### config.mk
export PLATFORM = sky130hd
export DESIGN_NAME = vga_console_ctl
export DESIGN_NICKNAME = d
export VERILOG_FILES = /design/src/rtl/vga_console_ctl.sv
export SDC_FILE = /design/constraint.sdc
export NUM_CORES = 1
export LEC_CHECK = 0
export CAP_MARGIN = 20
export CORE_ASPECT_RATIO = 1.25
export CORE_MARGIN = 1
export CORE_UTILIZATION = 55
export DETAILED_ROUTE_END_ITERATION = 16
export GPL_TIMING_DRIVEN = 0
export PLACE_DENSITY_LB_ADDON = 0.15
export REMOVE_ABC_BUFFERS = 1
export SLEW_MARGIN = 20
export SYNTH_ARGS = -nofsm -noshare
export SYNTH_HDL_FRONTEND = slang
export SYNTH_SLANG_ARGS = --single-unit
### constraint.sdc
create_clock -name clk -period 6.2 [get_ports clk]
set_input_delay 1.86 -clock clk [delete_from_list [all_inputs] [get_ports clk]]
set_output_delay 1.86 -clock clk [all_outputs]
set_load 0.01 [all_outputs]
### src/rtl/vga_console_ctl.sv
`timescale 1ns/1ps
// Purpose: byte-stream text console engine; writes glyphs, handles CR/LF/BS/FF, scrolls the 80x40 text RAM.
// Latency: printable/BS write strobes the cycle after acceptance, idle again one cycle later; scroll 6320 cycles, clear 3200.
// Backpressure: in_ready (== idle) low for the whole of any RAM sequence; a held byte is taken on the first idle edge.
//
// Ports:
//   clk, reset_n              core clock, synchronous active-low reset
//   in_valid/in_char/in_ready byte input handshake
//   mem_strobe/mem_rw/mem_addr/mem_wdata/mem_rdata  text RAM core-side port (rdata one cycle after a read)
//   crx/cry                   cursor to the VGA core: 1-based column, 0-based row
//   busy                      inverse of in_ready

`ifndef VIDEO_ADDR
`define VIDEO_ADDR 32'h000B_8000
`endif

module vga_console_ctl #(
    parameter logic [31:0] VIDEO_ADDR = `VIDEO_ADDR,
    parameter int          ROWS       = 40,
    parameter int          COLS       = 80,
    parameter logic [7:0]  BLANK      = 8'h20
) (
    input  logic        clk,
    input  logic        reset_n,
    input  logic        in_valid,
    input  logic [7:0]  in_char,
    output logic        in_ready,
    output logic        mem_strobe,
    output logic        mem_rw,
    output logic [31:0] mem_addr,
    output logic [31:0] mem_wdata,
    input  logic [7:0]  mem_rdata,
    output logic [6:0]  crx,
    output logic [5:0]  cry,
    output logic        busy
);

    localparam logic [2:0] S_IDLE    = 3'd0;
    localparam logic [2:0] S_PUT     = 3'd1;
    localparam logic [2:0] S_SCR_RD  = 3'd2;
    localparam logic [2:0] S_SCR_WR  = 3'd3;
    localparam logic [2:0] S_SCR_CLR = 3'd4;
    localparam logic [2:0] S_CLR     = 3'd5;

    localparam logic [11:0] COLS12    = 12'(COLS);
    localparam logic [11:0] LAST_COPY = 12'((ROWS - 1) * COLS - 1);
    localparam logic [11:0] LAST_CELL = 12'(ROWS * COLS - 1);
    localparam logic [6:0]  COLS_M1   = 7'(COLS - 1);
    localparam logic [5:0]  ROWS_M1   = 6'(ROWS - 1);

    logic [2:0]  state;
    logic [6:0]  cx;
    logic [5:0]  cy;
    logic [11:0] idx;
    logic        put_adv;   // PUT advances the cursor (printable) or not (backspace blank)
    logic [7:0]  wdata_q;
    logic [11:0] cur_idx;

    function automatic logic [31:0] cell_addr(input logic [11:0] i);
        return VIDEO_ADDR + {20'b0, i};
    endfunction

    assign cur_idx  = 12'(cy) * COLS12 + {5'b0, cx};
    assign in_ready = (state == S_IDLE);
    assign busy     = ~in_ready;
    assign crx      = cx + 7'd1;
    assign cry      = cy;

    // Scroll copy forwards the read data straight through in the write cycle,
    // since it only arrives the cycle after the read strobe.
    assign mem_wdata = (state == S_SCR_WR) ? {24'b0, mem_rdata} : {24'b0, wdata_q};

    // Outputs are registered together with the state they belong to, so
    // mem_strobe is high exactly while the FSM sits in an access state.
    always_ff @(posedge clk) begin
        if (!reset_n) begin
            state      <= S_IDLE;
            cx         <= '0;
            cy         <= '0;
            idx        <= '0;
            put_adv    <= 1'b0;
            mem_strobe <= 1'b0;
            mem_rw     <= 1'b0;
            mem_addr   <= VIDEO_ADDR;
            wdata_q    <= '0;
        end else begin
            mem_strobe <= 1'b0;
            case (state)
                S_IDLE: begin
                    if (in_valid) begin
                        case (in_char)
                            8'h0D: cx <= '0;
                            8'h0A: begin
                                cx <= '0;
                                if (cy == ROWS_M1) begin
                                    state      <= S_SCR_RD;
                                    idx        <= '0;
                                    mem_strobe <= 1'b1;
                                    mem_rw     <= 1'b0;
                                    mem_addr   <= cell_addr(COLS12);
                                end else begin
                                    cy <= cy + 6'd1;
                                end
                            end
                            8'h08: begin
                                // No reverse wrap: backspace at column 0 does nothing.
                                if (cx != '0) begin
                                    cx         <= cx - 7'd1;
                                    state      <= S_PUT;
                                    put_adv    <= 1'b0;
                                    mem_strobe <= 1'b1;
                                    mem_rw     <= 1'b1;
                                    mem_addr   <= cell_addr(cur_idx - 12'd1);
                                    wdata_q    <= BLANK;
                                end
                            end
                            8'h0C: begin
                                state      <= S_CLR;
                                idx        <= '0;
                                mem_strobe <= 1'b1;
                                mem_rw     <= 1'b1;
                                mem_addr   <= VIDEO_ADDR;
                                wdata_q    <= BLANK;
                            end
                            default: begin
                                state      <= S_PUT;
                                put_adv    <= 1'b1;
                                mem_strobe <= 1'b1;
                                mem_rw     <= 1'b1;
                                mem_addr   <= cell_addr(cur_idx);
                                wdata_q    <= in_char;
                            end
                        endcase
                    end
                end
                S_PUT: begin
                    state <= S_IDLE;
                    if (put_adv) begin
                        if (cx == COLS_M1) begin
                            cx <= '0;
                            if (cy == ROWS_M1) begin
                                state      <= S_SCR_RD;
                                idx        <= '0;
                                mem_strobe <= 1'b1;
                                mem_rw     <= 1'b0;
                                mem_addr   <= cell_addr(COLS12);
                            end else begin
                                cy <= cy + 6'd1;
                            end
                        end else begin
                            cx <= cx + 7'd1;
                        end
                    end
                end
                S_SCR_RD: begin
                    state      <= S_SCR_WR;
                    mem_strobe <= 1'b1;
                    mem_rw     <= 1'b1;
                    mem_addr   <= cell_addr(idx);
                end
                S_SCR_WR: begin
                    idx        <= idx + 12'd1;
                    mem_strobe <= 1'b1;
                    if (idx == LAST_COPY) begin
                        // idx+1 is the first cell of the bottom row.
                        state    <= S_SCR_CLR;
                        mem_rw   <= 1'b1;
                        mem_addr <= cell_addr(idx + 12'd1);
                        wdata_q  <= BLANK;
                    end else begin
                        state    <= S_SCR_RD;
                        mem_rw   <= 1'b0;
                        mem_addr <= cell_addr(idx + 12'd1 + COLS12);
                    end
                end
                S_SCR_CLR, S_CLR: begin
                    if (idx == LAST_CELL) begin
                        state <= S_IDLE;
                        if (state == S_CLR) begin
                            cx <= '0;
                            cy <= '0;
                        end
                    end else begin
                        idx        <= idx + 12'd1;
                        mem_strobe <= 1'b1;
                        mem_rw     <= 1'b1;
                        mem_addr   <= cell_addr(idx + 12'd1);
                    end
                end
                default: state <= S_IDLE;
            endcase
        end
    end

endmodule

==> impl_metrics.ini <==
[status]
status = finished clean

[placement]
postPlaceCellArea_um2 = 6030
detailedPlacementHpwl_um = 11100
placement.setup.worst_slack_ns = 0.843
port_buffers = 75
numPlacedInstances = 868
gpl.final_weighted_congestion = 0.958

[yosys]
synth_enable_flop_cells = 0
post-synth-top-count-cell = sky130_fd_sc_hd__nand2_1
synth_async_sr_flop_share_pct = 0
synth_area_um2 = 5430
synth_warnings = 0
post-synth-top-area-fraction_pct = 26.2
netlist_top_cells_count = sky130_fd_sc_hd__nand2_1, sky130_fd_sc_hd__dfxtp_1, sky130_fd_sc_hd__nor2_1
synth.yosys.seq_area_share_pct = 26.2
synth_cell_type_count = 88
syn_avg_cell_area_um2 = 7.56
synth_cells = 718
synth_top_flop_cell = sky130_fd_sc_hd__dfxtp_1
post-synth-top-area-cell = sky130_fd_sc_hd__dfxtp_1
ys_seq_elements = 71
yosys-top-cells-area = sky130_fd_sc_hd__dfxtp_1, sky130_fd_sc_hd__nand2_1, sky130_fd_sc_hd__a21oi_1

[clock_network]
longest_clk_path_bufs = 2
cts.clk_slew.worst_paths_ns = 0.06
cts.sink_count = 71
cts-hold-fix-buffers = 0
cts_inserted_buffers = 9
insertion_delay_ns = 0.35
cts.htree.levels = 3
cts_setup_buffers = 0
clockRootBuffer = sky130_fd_sc_hd__clkbuf_16
clock_tree_from_tritoncts = done
post_cts_resized = 0

[final_layout]
register_area_um2 = 1420
design_area_um2 = 6330
final_layout_size_suffix_gt1_share_pct = 6.07
multi_input_area_um2 = 3600
finish.cell_count_without_fillers = 884
number_of_filler_cells_placed_in_the_layout = 873
number_of_antenna_repair_diodes = 0
final_util_pct = 65.9
layout.nets = 792
flow.area_growth_from_synthesis_pct = 16.6

[global_route]
global_route.overflow_total = 0
tot_gr_track_use_pct = 31.0
vias_in_the_first_global_route = 5299
grt_max_degree = 35
grt_pass1_wl_um = 25600
initial_antenna_violation_count = 0

[setup_path]
regToRegSetupSlack_ns = 2.85
cp.arrival_ns = 2.99
setup.worst_path.start = mem_rdata[7]
worst-path-max-fanout = 1
critPathLaunchType = input port
crit_path_top_delay_cell = sky130_fd_sc_hd__clkdlybuf4s50_1
required_ns = 4.34
critPathMaxStageDelay_ns = 0.54
worst-r2r-cell-count = 5
critical_path.reg2reg.endpoint = mem_addr[18]
worstPathCellList = clkdlybuf4s50_1, nand2_1, nand2_1, clkdlybuf4s50_1
worst_setup_path_end_kind = output port
timing_worst_setup_path_type = input port to output port
r2r_start = state[0]

[sta]
worst_slew_pin_slew_ns = 0.989
report.final.setup_viol = 0
hold-worst-slack_ns = 0.444
slew_violations = 0
post_route_skew_ns = 0.00574
slew-limit-headroom_pct = 33.9
grt_setup_unrepaired = no
fmax_mhz = 206
final-hold-violation-count = 0
min_period_over_period_pct = 78.3
setup_ws_ns = 1.35
post-route-min-period_ns = 4.85
tns_ns = 0

[power_and_ir_drop]
leakagePower_nw = 2.47
power.density_nw_per_um2 = 199
ir_drop_mv = 0.140
report.power.total_mw = 1.26

[route]
vias = 5517
route.detailed.wl_per_inst_um = 17.7
first_pass_iters = 5
wirelength_um = 15600
detail-route-antenna-nets = 0
drt_iter0_drc = 450
vias_per_cell = 6.24
drc_errors = 0

[flow_run]
max_cap_violations = 0

[worst_hold_path]
hold_end = mem_addr[17]
whs_path_depth = 1
min-delay-start = mem_addr[17]
min-delay-path-class = register to register

[die]
initial_core_util_pct = 56.5
fp.dieArea_um2 = 10300
fp.coreArea_um2 = 9610
std_cell_rows = 40
fp.dieW_um = 90.9
fp.dieH_um = 113
floorplan.io_pins = 100
==> cell type report <==
type / count / area share (%)
multi-input combinational: 573 / 56.9
inverter: 22 / 1.30
tap: 126 / 2.49
timing repair buffer: 76 / 12.0
clock inverter: 7 / 1.26
clock buffer: 9 / 3.56
sequential: 71 / 22.5
==> state kept, by name, summed over array words and instances, names as in the netlist <==
register    cells
state           3
wdata_q         8
cry             6
put_adv         1
cx              7
mem_rw          1
idx            12
mem_addr       32
mem_strobe      1
==> metal layers <==
layer	GRT usage, %	vias to the layer above	part of all wire, %
met4	18.7	0	3.8
met3	6.12	44	7.1
met1	37.2	2608	42
li1	-	2605	-
met2	51.2	260	47
met5	0	-	0
==> logic make-up after synthesis <==
family,Yosys count,share of synthesized area (%)
AO/OA/AOI/OAI,200,25.1
buffers and inverters,97,9.26
AND/OR/NAND/NOR,289,27.9
other,1,0.0690
flip-flops,71,26.2
multiplexers,7,1.29
XOR/XNOR,33,5.32
adder cells (fa/ha/maj),20,4.88
==> power breakdown <==
part           total, mW  switching (mW)  internal [mW]  leakage, nW
Sequential         0.491          0.0204          0.471        0.576
Combinational      0.232           0.136         0.0963         1.75
Clock              0.539           0.224          0.316        0.143
==> critical path: cells and delay by family <==
kind | cells | cell delay (ns)
AND/OR/NAND/NOR | 2 | 0.14
buffers and inverters | 2 | 1.00
==> cell usage in the layout, fill, tap and decap left out, types with 9 or more instances in the layout <==
cell,count
sky130_fd_sc_hd__o21ai_0,39
sky130_fd_sc_hd__ha_1,18
sky130_fd_sc_hd__nor2_1,65
sky130_fd_sc_hd__and2_1,23
sky130_fd_sc_hd__xor2_1,11
sky130_fd_sc_hd__clkbuf_16,9
sky130_fd_sc_hd__nor3_1,19
sky130_fd_sc_hd__a31oi_1,9
sky130_fd_sc_hd__xnor2_1,22
sky130_fd_sc_hd__dfxtp_1,70
sky130_fd_sc_hd__nand2b_1,10
sky130_fd_sc_hd__inv_1,20
sky130_fd_sc_hd__nand2_1,79
sky130_fd_sc_hd__nand3_1,29
sky130_fd_sc_hd__a21oi_1,53
sky130_fd_sc_hd__conb_1,24
sky130_fd_sc_hd__clkdlybuf4s50_1,75
==> how the worst max path moves through the flow <==
stage                   end  slack, ns  cells past startpoint
2_1_floorplan  mem_wdata[0]       2.33                      2
3_3_place_gp   mem_addr[21]       0.54                      4
3_5_place_dp   mem_addr[26]       0.84                      4
4_1_cts        mem_addr[14]       1.21                      4
5_1_grt        mem_wdata[2]       1.30                      4
6_report       mem_wdata[7]       1.35                      4
Note: power is estimated with default switching activity, not from simulation.
